--- src/rtl/seg_pkg.sv ---
// Shared constants, scan-state type and small helpers for the two-digit
// 7-segment scan controller.
package seg_pkg;

    localparam logic [6:0] SEG_ONE   = 7'b1001111;
    localparam logic [6:0] SEG_TWO   = 7'b0010010;
    localparam logic [6:0] SEG_BLANK = 7'b1111111;

    typedef enum logic [1:0] {
        BLANK_R,
        SHOW_R,
        BLANK_L,
        SHOW_L
    } scan_state_t;

    function automatic logic [6:0] glyph(input logic sel);
        return sel ? SEG_TWO : SEG_ONE;
    endfunction

    // Counter width able to hold 0..n-1, never narrower than one bit.
    function automatic int unsigned cnt_width(input int unsigned n);
        return (n > 1) ? $clog2(n) : 1;
    endfunction

endpackage

--- src/rtl/switch_debounce.sv ---
// Two-flop synchroniser followed by a consecutive-cycle debounce filter.
// level_next is the value the debounced register takes at the coming edge.
module switch_debounce
    import seg_pkg::*;
#(
    parameter int unsigned DEBOUNCE_CYCLES = 1_000_000
) (
    input  logic clk,
    input  logic rst_n,
    input  logic sw,
    output logic level_next
);

    localparam int unsigned CW = cnt_width(DEBOUNCE_CYCLES);

    logic          sync1;
    logic          sync2;
    logic          level;
    logic [CW-1:0] cnt;
    logic [CW-1:0] cnt_next;

    always_comb begin
        level_next = level;
        cnt_next   = '0;
        if (sync2 != level) begin
            if (cnt == CW'(DEBOUNCE_CYCLES - 1)) begin
                level_next = sync2;
            end else begin
                cnt_next = cnt + 1'b1;
            end
        end
    end

    always_ff @(posedge clk) begin
        if (!rst_n) begin
            sync1 <= 1'b0;
            sync2 <= 1'b0;
            level <= 1'b0;
            cnt   <= '0;
        end else begin
            sync1 <= sw;
            sync2 <= sync1;
            level <= level_next;
            cnt   <= cnt_next;
        end
    end

endmodule

--- src/rtl/seg_scan_controller.sv ---
// Time-multiplexed two-digit 7-segment driver: right digit shows the record
// clip, left digit the play clip, each blinking while its operation is active.
module seg_scan_controller
    import seg_pkg::*;
#(
    parameter int unsigned SHOW_CYCLES     = 100_000,
    parameter int unsigned BLANK_CYCLES    = 1_000,
    parameter int unsigned DEBOUNCE_CYCLES = 1_000_000,
    parameter int unsigned BLINK_CYCLES    = 25_000_000
) (
    input  logic       clk,
    input  logic       rst_n,
    input  logic       switch0,
    input  logic       switch1,
    input  logic       rec_active,
    input  logic       play_active,
    output logic       a0,
    output logic       a1,
    output logic [6:0] cathode
);

    localparam int unsigned SLOT_MAX = (SHOW_CYCLES > BLANK_CYCLES) ? SHOW_CYCLES : BLANK_CYCLES;
    localparam int unsigned SCW      = cnt_width(SLOT_MAX);
    localparam int unsigned BCW      = cnt_width(BLINK_CYCLES);

    scan_state_t    state;
    scan_state_t    state_next;
    logic [SCW-1:0] slot_cnt;
    logic [SCW-1:0] slot_cnt_next;
    logic [SCW-1:0] slot_last;
    logic [BCW-1:0] blink_cnt;
    logic [BCW-1:0] blink_cnt_next;
    logic           blink_phase;
    logic           blink_phase_next;
    logic [6:0]     glyph_r;
    logic [6:0]     glyph_r_next;
    logic [6:0]     glyph_l;
    logic [6:0]     glyph_l_next;
    logic           a0_next;
    logic           a1_next;
    logic [6:0]     cathode_next;
    logic           rec_sel_next;
    logic           play_sel_next;

    switch_debounce #(.DEBOUNCE_CYCLES(DEBOUNCE_CYCLES)) u_db_rec (
        .clk       (clk),
        .rst_n     (rst_n),
        .sw        (switch0),
        .level_next(rec_sel_next)
    );

    switch_debounce #(.DEBOUNCE_CYCLES(DEBOUNCE_CYCLES)) u_db_play (
        .clk       (clk),
        .rst_n     (rst_n),
        .sw        (switch1),
        .level_next(play_sel_next)
    );

    always_ff @(posedge clk) begin
        if (!rst_n) begin
            state <= BLANK_R;
        end else begin
            state <= state_next;
        end
    end

    // Outputs are decoded from the next state so the registered pins line up
    // with the state; the glyph latch sees a debounce update landing on the
    // same edge that enters the slot.
    always_comb begin
        state_next    = state;
        slot_cnt_next = slot_cnt + 1'b1;
        slot_last     = ((state == SHOW_R) || (state == SHOW_L)) ? SCW'(SHOW_CYCLES - 1)
                                                                 : SCW'(BLANK_CYCLES - 1);
        if (slot_cnt == slot_last) begin
            slot_cnt_next = '0;
            case (state)
                BLANK_R: state_next = SHOW_R;
                SHOW_R:  state_next = BLANK_L;
                BLANK_L: state_next = SHOW_L;
                default: state_next = BLANK_R;
            endcase
        end

        blink_cnt_next   = blink_cnt + 1'b1;
        blink_phase_next = blink_phase;
        if (blink_cnt == BCW'(BLINK_CYCLES - 1)) begin
            blink_cnt_next   = '0;
            blink_phase_next = ~blink_phase;
        end

        glyph_r_next = glyph_r;
        glyph_l_next = glyph_l;
        if ((state_next == SHOW_R) && (state != SHOW_R)) begin
            glyph_r_next = glyph(rec_sel_next);
        end
        if ((state_next == SHOW_L) && (state != SHOW_L)) begin
            glyph_l_next = glyph(play_sel_next);
        end

        a0_next      = 1'b1;
        a1_next      = 1'b1;
        cathode_next = SEG_BLANK;
        case (state_next)
            SHOW_R: begin
                a0_next = 1'b0;
                if (!(rec_active && !blink_phase_next)) begin
                    cathode_next = glyph_r_next;
                end
            end
            SHOW_L: begin
                a1_next = 1'b0;
                if (!(play_active && !blink_phase_next)) begin
                    cathode_next = glyph_l_next;
                end
            end
            default: ;
        endcase
    end

    always_ff @(posedge clk) begin
        if (!rst_n) begin
            slot_cnt    <= '0;
            blink_cnt   <= '0;
            blink_phase <= 1'b1;
            glyph_r     <= SEG_ONE;
            glyph_l     <= SEG_ONE;
            a0          <= 1'b1;
            a1          <= 1'b1;
            cathode     <= SEG_BLANK;
        end else begin
            slot_cnt    <= slot_cnt_next;
            blink_cnt   <= blink_cnt_next;
            blink_phase <= blink_phase_next;
            glyph_r     <= glyph_r_next;
            glyph_l     <= glyph_l_next;
            a0          <= a0_next;
            a1          <= a1_next;
            cathode     <= cathode_next;
        end
    end

endmodule

--- config.mk ---
export PLATFORM = sky130hd
export DESIGN_NAME = seg_scan_controller
export DESIGN_NICKNAME = d
export VERILOG_FILES = /design/src/rtl/seg_pkg.sv /design/src/rtl/switch_debounce.sv /design/src/rtl/seg_scan_controller.sv
export SDC_FILE = /design/constraint.sdc
export NUM_CORES = 1
export LEC_CHECK = 0
export BUFFER_PORTS_ARGS = -buffer_cell sky130_fd_sc_hd__buf_2
export CORE_MARGIN = 1.5
export CORE_UTILIZATION = 60
export CTS_CLUSTER_DIAMETER = 200
export CTS_CLUSTER_SIZE = 8
export DETAILED_ROUTE_END_ITERATION = 12
export PLACE_DENSITY = 0.77
export REMOVE_ABC_BUFFERS = 1
export SLEW_MARGIN = 20
export SYNTH_ARGS = -nofsm -noshare
export SYNTH_HDL_FRONTEND = slang
export SYNTH_SLANG_ARGS = --single-unit
--- constraint.sdc ---
create_clock -name clk -period 3.27 [get_ports clk]
set_input_delay 0.327 -clock clk [delete_from_list [all_inputs] [get_ports clk]]
set_output_delay 0.327 -clock clk [all_outputs]
set_load 0.05 [all_outputs]
==> qor.txt, run 1 <==
Pwr Density - 605.1 nW/µm²
vias - 3468
max-slew violations - 0
CTS tree - yes
Detailed Route WL - 8.815 mm
routed length per instance - 13.56 µm
Fmax achieved - 0.3383 GHz
H-tree Lvls - 4
post-route ant nets - 0
Worst-Skew Late Latency - 0.52 ns
Mapped Cells - 511
number of buffers created by CTS - 17
postcts setup bufs - 0
CTS hold repair buffers - 0
first-pass iteration count of the detailed router - 4
share of post-route cells with drive strength above 1 - 11.86%
vias in the first global route - 3423
kind of critical path - reg -> reg
area grow syn2layout - 16.49%
Post-synth EDFFs - 0
Clock Tree Buf Depth - 2
root buffer cell - clkbuf_8
final worst path period need - 2.956 ns
die area - 8422 µm²
DRC errors left - 0
Yosys reg bits - 114
Buf/Inv on CP - 1
Worst Path Max Fanout - 11
total gr overflow - 0
diode count - 0
total chip power - 3.333 mW
crit-path leading delay family - simple AND/OR/NAND/NOR gates
Util after Layout - 71.65%
Rel. slew slack - 41.57%
Worst-Margin Slew - 0.8521 ns
Crit path arrival time - 3.37 ns
Die Span Y - 91.77 µm
crit path cell chain - inv_1 > ha_1 > nor2_1 > nor4_1 > mux2i_1 > o21ai_0 > or2_2 > o22a_1
Lkg Pwr - 2.026 nW
startpoint class of the critical path - flip-flop
Post-layout nets - 549
Final Cycle Share - 90.38%
All-Layer GR Usage - 23.31%
Synth warnings - 0
status - complete, no violations
max incr delay on CP - 0.66 ns
endpoint class of the critical path - flip-flop
Cell Area, Synth - 4728 µm²
chip width - 91.77 µm
fraction of registers with async set/reset - 0%
max_cap viols - 0
Clock Pin Slew Worst Setup and Hold Paths - 0.06 ns
Ports - 15
starting density of the core - 61.51%
Placeable Area - 7687 µm²
synthesized area per cell - 9.253 µm²
IO buf count - 14
RSZ-0062 raised after global routing - no
worst hold path type - in -> reg
antenna violations before repair - 0
ys flop type - dfxtp_1
Clock Skew - 0.009289 ns
vias per inst - 5.335
final setup vio count - 0
Iteration-0 DRC Markers - 168
worst path required time - 3.69 ns
post-synth cell types - 42
Cell Rows - 32
critical-path cell with the highest stage delay - mux2i_1
DP HPWL - 5.844 mm
Fin Setup TNS - 0 ns
register area share after synthesis - 48.27%
cts repair resizes - 0
worst vdd ir - 0.5281 mV
Final Hold Vio Count - 0
largest net degree at the start of global routing - 27
GPL Wtd Cong - 0.8029
first-pass GRT wire length - 15.51 mm
Sink Count - 114
area by class of cell:
class | count | area (µm²)
Clock buffer | 17 | 414.1
Inverter | 10 | 37.54
Tap cell | 102 | 127.6
Fill cell | 555 | 2180
Sequential cell | 114 | 2282
Multi-Input combinational cell | 376 | 2366
Clock inverter | 15 | 195.2
Timing Repair Buffer | 16 | 85.08
final timing paths:
check / from / endpoint / slack, ns / cells after the start
worst min register to register: u_db_play.sync1 / u_db_play.sync2 / 0.43 / 1
worst max-delay path: state[0] / cathode[6] / 0.31 / 8
worst min-delay path: switch0 / u_db_rec.sync1 / 0.02 / 2
worst max register to register: state[0] / cathode[6] / 0.31 / 8
worst reg2reg max path, stage by stage (launching register included):
cell     delay [ns]
dfxtp_1        0.40
inv_1          0.16
ha_1           0.23
nor2_1         0.34
nor4_1         0.09
mux2i_1        0.66
o21ai_0        0.38
or2_2          0.39
o22a_1         0.21
state kept, by name, summed over array words and instances (netlist names), 2 cells and up:
name,count
cathode,7
u_db_play.cnt,20
state,2
glyph_r,7
slot_cnt,17
blink_cnt,25
u_db_rec.cnt,20
glyph_l,7
metrics by stage:
stage	hold slack (ns)	setup slack, ns	instance area [µm²]	std cells
after detailed placement	0.4268	0.3519	4898	618
after CTS	0.005511	0.3555	5508	650
final	0.02342	0.3145	5508	650
after global routing	0.02258	0.05522	5508	650
after global placement	0.4208	0.5353	4898	618
after floorplan	0.3889	0.6102	4686	500
cell usage after synthesis (6+ instances only):
| master | instances | share of area [%] |
|---|---|---|
| a21o_1 | 7 | 1.1 |
| a21oi_1 | 6 | 0.64 |
| and2_1 | 13 | 1.7 |
| and3_1 | 20 | 2.6 |
| and4_1 | 6 | 1.1 |
| clkbuf_1 | 10 | 0.79 |
| dfxtp_1 | 114 | 48 |
| ha_1 | 8 | 2.1 |
| inv_1 | 10 | 0.79 |
| nand2_1 | 31 | 2.5 |
| nand3_1 | 34 | 3.6 |
| nand4_1 | 13 | 1.7 |
| nor2_1 | 92 | 7.3 |
| nor3_1 | 9 | 0.95 |
| o21ai_0 | 7 | 0.74 |
| xnor2_1 | 24 | 4.4 |
| xor2_1 | 48 | 8.9 |
kinds of logic (layout without fill, tap and decap cells):
logic type	Yosys count	after routing	synth area share, %
flip-flops	114	114	48.27
adder cells (fa/ha/maj)	8	8	2.117
buffers and inverters	21	58	1.694
XOR/XNOR	72	72	13.34
AO/OA/AOI/OAI	33	33	4.869
AND/OR/NAND/NOR	252	252	27.07
multiplexers	11	11	2.646
metal layers:
layer	part of all wire (%)	global-route usage, %	vias up
met4	1.1	8.846	0
met5	0	0	-
met1	47	28.17	1616
li1	-	-	1787
met3	3.6	7.131	12
met2	49	38.99	53
report_power, final:
part | switching [mW] | internal (mW) | total (mW)
clock network | 0.708 | 1.18 | 1.89
registers | 0.00739 | 1.40 | 1.41
logic | 0.0235 | 0.0118 | 0.0354
total | 0.739 | 2.59 | 3.33
layout by cell type (no fill, tap or decap), types with 9 or more instances in the layout:
cell / count
and2_1: 13
and3_1: 20
buf_2: 14
clkbuf_16: 16
dfxtp_1: 114
inv_1: 10
nand2_1: 31
nand3_1: 34
nand4_1: 13
nor2_1: 92
nor3_1: 9
xnor2_1: 24
xor2_1: 48
No activity file was read; power rests on OpenSTA's default activity.
==> inputs of run 2 (changes only) <==
--- a/config.mk
+++ b/config.mk
@@ -7,11 +7,10 @@
 export LEC_CHECK = 0
 export BUFFER_PORTS_ARGS = -buffer_cell sky130_fd_sc_hd__buf_2
 export CORE_MARGIN = 1.5
-export CORE_UTILIZATION = 60
+export CORE_UTILIZATION = 34
 export CTS_CLUSTER_DIAMETER = 200
 export CTS_CLUSTER_SIZE = 8
 export DETAILED_ROUTE_END_ITERATION = 12
-export PLACE_DENSITY = 0.77
 export REMOVE_ABC_BUFFERS = 1
 export SLEW_MARGIN = 20
 export SYNTH_ARGS = -nofsm -noshare
==> qor.txt, run 2 (synthesis results as in run 1) <==
Iteration-0 DRC Markers - 103
first-pass iteration count of the detailed router - 4
CTS tree - yes
final design area excluding fillers - 5589 µm²
startpoint class of the critical path - flip-flop
vias in the first global route - 3401
Reg2Reg Capture Point - cathode[4]
area of the multi-input gates - 2366 µm²
Fin Setup TNS - 0 ns
Worst-Skew Late Latency - 0.41 ns
endpoint class of the critical path - flip-flop
Worst-Margin Slew - 0.7825 ns
Pwr Density - 585.4 nW/µm²
Worst Path Max Fanout - 8
CTS hold repair buffers - 0
fillers - 1307
Clock Skew - 0.009649 ns
H-tree Lvls - 4
HP Start - switch0
Placement Setup Slack - 0.6670 ns
final setup vio count - 0
die area - 14620 µm²
worst path required time - 3.55 ns
Crit path arrival time - 2.93 ns
antenna violations before repair - 0
Ports - 15
R2R Path Start - slot_cnt[4]
status - complete, no violations
vias per inst - 4.777
Most flops, register - blink_cnt
Cell Rows - 42
critical-path cell with the highest stage delay - mux2i_2
Clock Tree Buf Depth - 2
worst vdd ir - 0.3408 mV
Fmax achieved - 0.3767 GHz
Final Cycle Share - 81.18%
IO buf count - 14
largest registers - blink_cnt x25, u_db_play.cnt x20, u_db_rec.cnt x20
max-slew violations - 0
Post-DP Area - 4999 µm²
hold depth - 2
max_cap viols - 0
worst hold path type - in -> reg
post-route ant nets - 0
All-Layer GR Usage - 13.00%
crit path cell chain - or4b_1 > o21ai_0 > nand3_1 > mux2i_2 > mux2_2 > o22ai_1 > nand2_1
share of post-route cells with drive strength above 1 - 11.70%
DRC errors left - 0
reg2reg setup slack - 0.62 ns
Die Span Y - 120.9 µm
Placeable Area - 13400 µm²
Sink Count - 114
max reg flops - 25
commonest cells after routing, fill and taps aside - dfxtp_1, nor2_1, xor2_1
total gr overflow - 0
kind of critical path - reg -> reg
Post-layout nets - 550
root buffer cell - clkbuf_16
starting density of the core - 35.28%
Rel. slew slack - 47.67%
Final Hold Vio Count - 0
routed length per instance - 11.83 µm
area grow syn2layout - 18.21%
Lkg Pwr - 2.024 nW
RSZ-0062 raised after global routing - no
leading cell type in the layout, fill and taps excluded - dfxtp_1
Clock Pin Slew Worst Setup and Hold Paths - 0.05 ns
final worst path period need - 2.655 ns
Worst R2R Path Depth - 7
chip width - 120.9 µm
diode count - 0
largest net degree at the start of global routing - 27
total chip power - 3.272 mW
number of buffers created by CTS - 17
cts repair resizes - 0
DP HPWL - 5.821 mm
postcts setup bufs - 0
max incr delay on CP - 0.53 ns
hold path endpoint - u_db_rec.sync1
vias - 3454
final setup margin - 0.6153 ns
Seq. cell area - 2282 µm²
Detailed Route WL - 8.550 mm
GPL Wtd Cong - 0.8216
first-pass GRT wire length - 15.22 mm
run 2: worst max-delay path by stage:
stage	start	end	slack [ns]	cells past startpoint
after floorplan	slot_cnt[5]	cathode[6]	0.61	7
after global placement	slot_cnt[4]	cathode[4]	0.70	7
after detailed placement	slot_cnt[4]	cathode[4]	0.67	7
after CTS	slot_cnt[4]	cathode[4]	0.64	7
after global routing	slot_cnt[4]	cathode[4]	0.47	7
final	slot_cnt[4]	cathode[4]	0.62	7
run 2: per-stage QoR:
| stage | util (%) | hold WS [ns] | cells |
|---|---|---|---|
| floorplan | - | 0.3889 | 500 |
| global placement | 37.30 | 0.4269 | 693 |
| detailed placement | 37.30 | 0.4265 | 693 |
| CTS | 41.71 | 0.1474 | 723 |
| global route | 41.71 | 0.1487 | 723 |
| finish | 41.71 | 0.1495 | 723 |
run 2: where the power goes:
part	total [mW]	switching [mW]	internal [mW]
clock network	1.83	0.608	1.22
registers	1.41	0.00748	1.40
logic	0.0365	0.0241	0.0124
total	3.27	0.640	2.63
run 2: routing by layer:
metal / part of all wire, % / vias to the layer above / global-route usage (%)
met3: 2.0 / 13 / 3.383
met1: 51 / 1616 / 16.41
met4: 1.9 / 0 / 6.176
met5: 0 / - / 0
met2: 45 / 35 / 20.70
li1: - / 1790 / -
run 2: area by class of cell:
class,instances,area share (%)
tap,176,3.940
multi-input combinational,376,42.33
clock inverter,11,2.463
sequential,114,40.83
timing repair buffer,17,1.657
clock buffer,19,8.104
inverter,10,0.6716
run 2: worst max-delay path, delay by kind of cell (launching register included):
family          cells  cell delay, ns
flops               1            0.42
compound gates      2            0.33
mux                 2            0.93
simple gates        3            0.84
